## src/rtl/reg_bus_pkg.sv

```systemverilog
// Shared definitions for the host register bus read path.
// Holds the read FSM state encoding, default bus widths, the IDs already
// assigned to existing registers, and a helper for index widths.
package reg_bus_pkg;

  localparam int unsigned RB_DW  = 16;
  localparam int unsigned RB_IDW = 16;

  // Read FSM states (legacy-compatible constants)
  typedef logic [1:0] state_t;
  localparam state_t ST_IDLE   = 2'd0;
  localparam state_t ST_DECODE = 2'd1;
  localparam state_t ST_RESP   = 2'd2;

  // IDs of the existing registers on the bus
  localparam logic [RB_IDW-1:0] ID_I2C_DATA   = RB_IDW'(1);
  localparam logic [RB_IDW-1:0] ID_I2C_STATUS = RB_IDW'(2);
  localparam logic [RB_IDW-1:0] ID_UART_DATA  = RB_IDW'(3);
  localparam logic [RB_IDW-1:0] ID_TX_COUNT   = RB_IDW'(4);
  localparam logic [RB_IDW-1:0] ID_RX_COUNT   = RB_IDW'(5);
  localparam logic [RB_IDW-1:0] ID_BUSY       = RB_IDW'(8);
  localparam logic [RB_IDW-1:0] ID_SYNC       = RB_IDW'(9);

  // Width of a slot index; at least one bit even for a single slot
  function automatic int unsigned idx_width(input int unsigned n);
    return (n > 1) ? $clog2(n) : 1;
  endfunction

endpackage

```

## src/rtl/reg_id_decode.sv

```systemverilog
// Combinational register-ID decoder.
// Ports: rd_id (register ID) -> hit_c (ID maps to a populated slot),
//        idx_c (slot index, valid when hit_c).
module reg_id_decode
  import reg_bus_pkg::*;
#(
  parameter int unsigned      IDW     = RB_IDW,
  parameter int unsigned      BASE_ID = 1,
  parameter int unsigned      NCH     = 9,
  parameter logic [NCH-1:0]   CH_MASK = 9'h19F,
  parameter int unsigned      IW      = idx_width(NCH)
) (
  input  logic [IDW-1:0] rd_id,
  output logic           hit_c,
  output logic [IW-1:0]  idx_c
);

  // One extra bit so IDs below BASE_ID land far outside the slot range
  logic [IDW:0] off;

  always_comb begin
    off   = {1'b0, rd_id} - (IDW+1)'(BASE_ID);
    hit_c = 1'b0;
    idx_c = '0;
    for (int k = 0; k < int'(NCH); k++) begin
      if (off == (IDW+1)'(k) && CH_MASK[k]) begin
        hit_c = 1'b1;
        idx_c = IW'(k);
      end
    end
  end

endmodule

```

## src/rtl/reg_read_mux.sv

```systemverilog
// Registered ID-keyed register read multiplexer with request/valid handshake.
// Ports: clk, rst_n (async active-low); rd_req/rd_id request; ch_data
// (flattened NCH x DW sources); ch_rd_ack one-hot read strobe; rd_valid,
// rd_data, rd_err response; busy while a read is in flight; drop_flag
// sticky lost-request flag cleared by drop_clr.
// Build option REG_READ_MUX_HOLD_EN: rd_data keeps the last response
// outside the response cycle instead of returning to zero.
module reg_read_mux
  import reg_bus_pkg::*;
#(
  parameter int unsigned    DW      = RB_DW,
  parameter int unsigned    IDW     = RB_IDW,
  parameter int unsigned    NCH     = 9,
  parameter int unsigned    BASE_ID = 1,
  parameter logic [NCH-1:0] CH_MASK = 9'h19F
) (
  input  logic              clk,
  input  logic              rst_n,
  input  logic              rd_req,
  input  logic [IDW-1:0]    rd_id,
  input  logic [NCH*DW-1:0] ch_data,
  output logic [NCH-1:0]    ch_rd_ack,
  output logic              rd_valid,
  output logic [DW-1:0]     rd_data,
  output logic              rd_err,
  output logic              busy,
  output logic              drop_flag,
  input  logic              drop_clr
);

  localparam int unsigned IW = idx_width(NCH);

  state_t          state_q, state_d;
  logic            dec_hit_c;
  logic [IW-1:0]   dec_idx_c;
  logic            hit_q;
  logic [IW-1:0]   idx_q;
  logic [NCH-1:0]  ack_d;
  logic [DW-1:0]   slice_c;
  logic            drop_set;

  reg_id_decode #(
    .IDW     (IDW),
    .BASE_ID (BASE_ID),
    .NCH     (NCH),
    .CH_MASK (CH_MASK),
    .IW      (IW)
  ) u_dec (
    .rd_id (rd_id),
    .hit_c (dec_hit_c),
    .idx_c (dec_idx_c)
  );

  // State register
  always_ff @(posedge clk or negedge rst_n) begin
    if (!rst_n) state_q <= ST_IDLE;
    else        state_q <= state_d;
  end

  // Next state, next ack strobe, selected slot and drop detection
  always_comb begin
    state_d  = state_q;
    ack_d    = '0;
    slice_c  = '0;
    drop_set = 1'b0;
    case (state_q)
      ST_IDLE: begin
        if (rd_req) begin
          state_d = ST_DECODE;
          for (int k = 0; k < int'(NCH); k++)
            if (dec_hit_c && dec_idx_c == IW'(k)) ack_d[k] = 1'b1;
        end
      end
      ST_DECODE: state_d = ST_RESP;
      ST_RESP:   state_d = ST_IDLE;
      default:   state_d = ST_IDLE;
    endcase
    for (int k = 0; k < int'(NCH); k++)
      if (idx_q == IW'(k)) slice_c = ch_data[k*DW +: DW];
    drop_set = rd_req && (state_q != ST_IDLE);
  end

  // Registered outputs and the decode result carried into DECODE
  always_ff @(posedge clk or negedge rst_n) begin
    if (!rst_n) begin
      ch_rd_ack <= '0;
      rd_valid  <= 1'b0;
      rd_data   <= '0;
      rd_err    <= 1'b0;
      busy      <= 1'b0;
      drop_flag <= 1'b0;
      hit_q     <= 1'b0;
      idx_q     <= '0;
    end else begin
      ch_rd_ack <= ack_d;
      busy      <= (state_d != ST_IDLE);
      rd_valid  <= (state_d == ST_RESP);
      if (state_q == ST_IDLE && rd_req) begin
        hit_q <= dec_hit_c;
        idx_q <= dec_idx_c;
      end
      // ch_data is captured only on the closing DECODE edge
      if (state_q == ST_DECODE) begin
        rd_data <= hit_q ? slice_c : '0;
        rd_err  <= ~hit_q;
      end else if (state_q == ST_RESP) begin
        rd_err  <= 1'b0;
`ifndef REG_READ_MUX_HOLD_EN
        rd_data <= '0;
`endif
      end
      // Set has priority over clear
      drop_flag <= drop_set | (drop_flag & ~drop_clr);
    end
  end

endmodule
```

## config.mk

```make
export PLATFORM = sky130hd
export DESIGN_NAME = reg_read_mux
export DESIGN_NICKNAME = d
export VERILOG_FILES = /design/src/rtl/reg_bus_pkg.sv /design/src/rtl/reg_id_decode.sv /design/src/rtl/reg_read_mux.sv
export SDC_FILE = /design/constraint.sdc
export NUM_CORES = 1
export LEC_CHECK = 0
export ABC_CLOCK_PERIOD_IN_PS = 1900
export BUFFER_PORTS_ARGS = -buffer_cell sky130_fd_sc_hd__buf_2
export CAP_MARGIN = 20
export CORE_ASPECT_RATIO = 1.25
export CORE_MARGIN = 4
export CORE_UTILIZATION = 43
export CTS_BUF_LIST = sky130_fd_sc_hd__clkbuf_8
export DETAILED_ROUTE_END_ITERATION = 6
export PLACE_DENSITY = 0.89
export SYNTH_ARGS = -nofsm -noshare
export SYNTH_HDL_FRONTEND = slang
export SYNTH_SLANG_ARGS = --single-unit
export TNS_END_PERCENT = 5
```

## constraint.sdc

```tcl
create_clock -name clk -period 1.9 [get_ports clk]
set_input_delay 0.38 -clock clk [delete_from_list [all_inputs] [get_ports clk]]
set_output_delay 0.38 -clock clk [all_outputs]
set_load 0.02 [all_outputs]
```

==> metrics.txt <==
Synth Warn # 0; sequential area share after synthesis 30.9%; via count 3438; Layout Nets 686; global-route wire length before repair 16.9 mm; final count of pins violating max slew 0; Final ANT Viol Nets 0; CTS Sinks 35; antenna fix cells 0; cts bufs inserted 5; Mapped Cells 318; routability congestion estimate from global placement 0.836; area grow syn2layout 46.0%; RSZ-0062 raised after global routing false; Max stage delay on crit path 0.50 ns; slew at the pin closest to its max-slew limit 0.832 ns; outcome finished with violations; synthesized cell area 2830 um^2; Reg area 878 um^2; crit-path max FO 13; DIE AREA 7960 um^2; antenna violations before repair 0; Die Height 98.7 um; placed insts 598; vias in the first global route 3615; CP cell instances buf_4 > mux2i_1 > nor2_1 > a2111oi_1 > buf_4 > o21ai_1; family with the most delay on the worst path flip-flops; final worst clock skew 0.00302 ns; Worst-path clk slew 0.08 ns; Hold WC Path Type in2async; CP Class reg2reg; final setup TNS 0 ns; Unique masters post-synth 51; First DRT Iteration DRCs 226; 1st-pass router iterations 7; static leakage 0.00191 uW; Crit-path slowest cell dfrtp_2; final WL 11.0 mm; CTS Buffer Depth 2; largest net degree at the start of global routing 36; filler cell count 526; Worst Path Required 2.08 ns; CORE AREA 6290 um^2; most frequent CP cell buf_4; Post-synth EDFFs 0; Final HPWL DP 8.71 mm; share of layout cells above drive strength 1 47.8%; Final min period 1.80 ns; failing checks design-rule violations; top post-synthesis cells by area dfrtp_1 (31%), mux2i_1 (12%), nor2_1 (3.7%), a21oi_1 (3.5%), nand3b_1 (3.2%); non-filler cells, final 606; chip width 80.6 um; Avg WL per Cell 18.1 um; clk root buf clkbuf_8; element type at the critical path end flip-flop; worst path bufs/invs 2; count of buffers inserted at the top-level ports 192; Worst-Skew Late Latency 0.29 ns; final routed DRC violation total 2; #FFs+latches synth 35; top-area cell type share of the netlist area 30.9%; Final Cycle Share 95.0%; gr usage total 27.1%; crit path DAT 1.99 ns; CTS tree done; Ports 193; initial core utilization 45.0%; setup bufs post-CTS 0; Peak VDD IR 0.371 mV; via/cell ratio 5.67; post-synth top area cell dfrtp_1; Worst setup SP type flip-flop; Peak Freq 554 MHz; CTS Hold Buffers Added 0; multi-input logic area 1780 um^2; Synth Flop Type dfrtp_1; Async S/R FF share, synth 100%; Post-Syn Area per Cell 8.90 um^2; H-tree levels 2; power per cell area 574 nW/um^2; global route total overflow 0; Slew headroom 44.5%; final hold vios 0; Rows 32; max_cap viols 0; final setup vio count 0
-- through the flow --
stage	total power [uW]	util, %	hold WS [ns]	worst slack, ns	cell area (um^2)
2_1_floorplan	1170	-	0.0844	0.0928	2840
3_3_place_gp	1530	63.2	0.472	-0.0217	3980
3_5_place_dp	1540	63.2	0.474	-0.0420	3980
4_1_cts	2370	65.5	0.200	0.0218	4120
5_1_grt	2480	65.8	0.228	0.00109	4130
6_report	2370	65.8	0.183	0.0952	4130
-- cells in the final DEF (no fill, tap or decap), types with 12 or more instances in the layout --
cell	netlist	routed
buf_2	11	192
mux2i_1	34	34
dfrtp_1	35	33
buf_4	5	29
nor2_1	28	28
a21oi_1	20	20
nand2_1	12	12
nand3b_1	12	12
o21ai_0	12	12
-- worst register-to-register path, delay by kind of cell, from the launching register on --
kind	cells	cell delay (ns)
flip-flops	1	0.50
buffers and inverters	2	0.45
AO/OA/AOI/OAI	2	0.45
multiplexers	1	0.23
AND/OR/NAND/NOR	1	0.06
-- Yosys cell counts, drive strengths merged (2+ instances only) --
master	count
a22oi	10
nand3	3
nand2b	9
nor2	29
a21oi	20
clkbuf	8
o21ai	22
nor4	5
o22ai	6
o221ai	11
nand3b	12
and4b	2
o2bb2ai	4
nor3	8
ha	2
a2111oi	11
nor2b	3
a221o	2
dfrtp	35
buf	20
mux2	3
inv	9
o31ai	8
a22o	10
or2	3
nand2	12
a222oi	3
mux2i	34
-- cells by family (layout without fill, tap and decap cells) --
family	Yosys count	after routing	share of synthesized area, %
AOI/OAI and AO/OA	111	111	28.1
and+or+nand+nor	93	93	19.0
muxes	37	37	13.2
buffers and inverters	37	239	7.11
DFF	35	35	30.9
adders and majority gates	2	2	0.884
xor gates and xnor gates	2	2	0.619
other	1	2	0.132
-- registers in the layout (all words and copies together), names as in the netlist --
| signal | cells |
|---|---|
| hit_q | 1 |
| busy | 1 |
| rd_data | 16 |
| rd_err | 1 |
| rd_valid | 1 |
| state_q | 1 |
| drop_flag | 1 |
| ch_rd_ack | 9 |
| idx_q | 4 |
-- final timing paths --
kind	end	slack, ns	cells after the start	startpoint
worst max-delay path	rd_data[0]$_DFFE_PN0P_	0.1	6	idx_q[2]$_DFFE_PN0P_
worst min-delay path	rd_data[1]$_DFFE_PN0P_	0.18	1	rst_n
worst max register to register	rd_data[0]$_DFFE_PN0P_	0.1	6	idx_q[2]$_DFFE_PN0P_
worst min register to register	rd_data[5]$_DFFE_PN0P_	0.51	1	rd_data[5]$_DFFE_PN0P_
max in group asynchronous	idx_q[0]$_DFFE_PN0P_	1.14	1	rst_n
min in group clk	drop_flag$_DFF_PN0_	0.26	2	drop_clr
-- per-layer routing --
metal | track usage (%) | wire, um | part of all wire [%]
met4 | 10.1 | 259 | 2.4
met2 | 49.0 | 5760 | 53
met5 | 0 | 0 | 0
met1 | 29.4 | 3720 | 34
met3 | 7.50 | 1220 | 11
-- power by group --
group          total, uW  switching [uW]  internal (uW)
Clock                825             302            524
Sequential           822            24.7            797
Combinational        727             417            310
-- what timing repair did --
item / in CTS / in global routing
pin swaps: 0 / 1
resized for setup: 1 / 7
setup endpoints to repair: 1 / 7
-- cell type report --
type                    count  share of cell area [%]
multi-input cells         247                    43.1
well taps                  85                    2.57
repair buffers            222                    29.0
flip-flops and latches     35                    21.2
clock inverters             3                    1.63
inverters                   9                   0.817
clock buffers               5                    1.66
(Power assumes the default switching activity.)
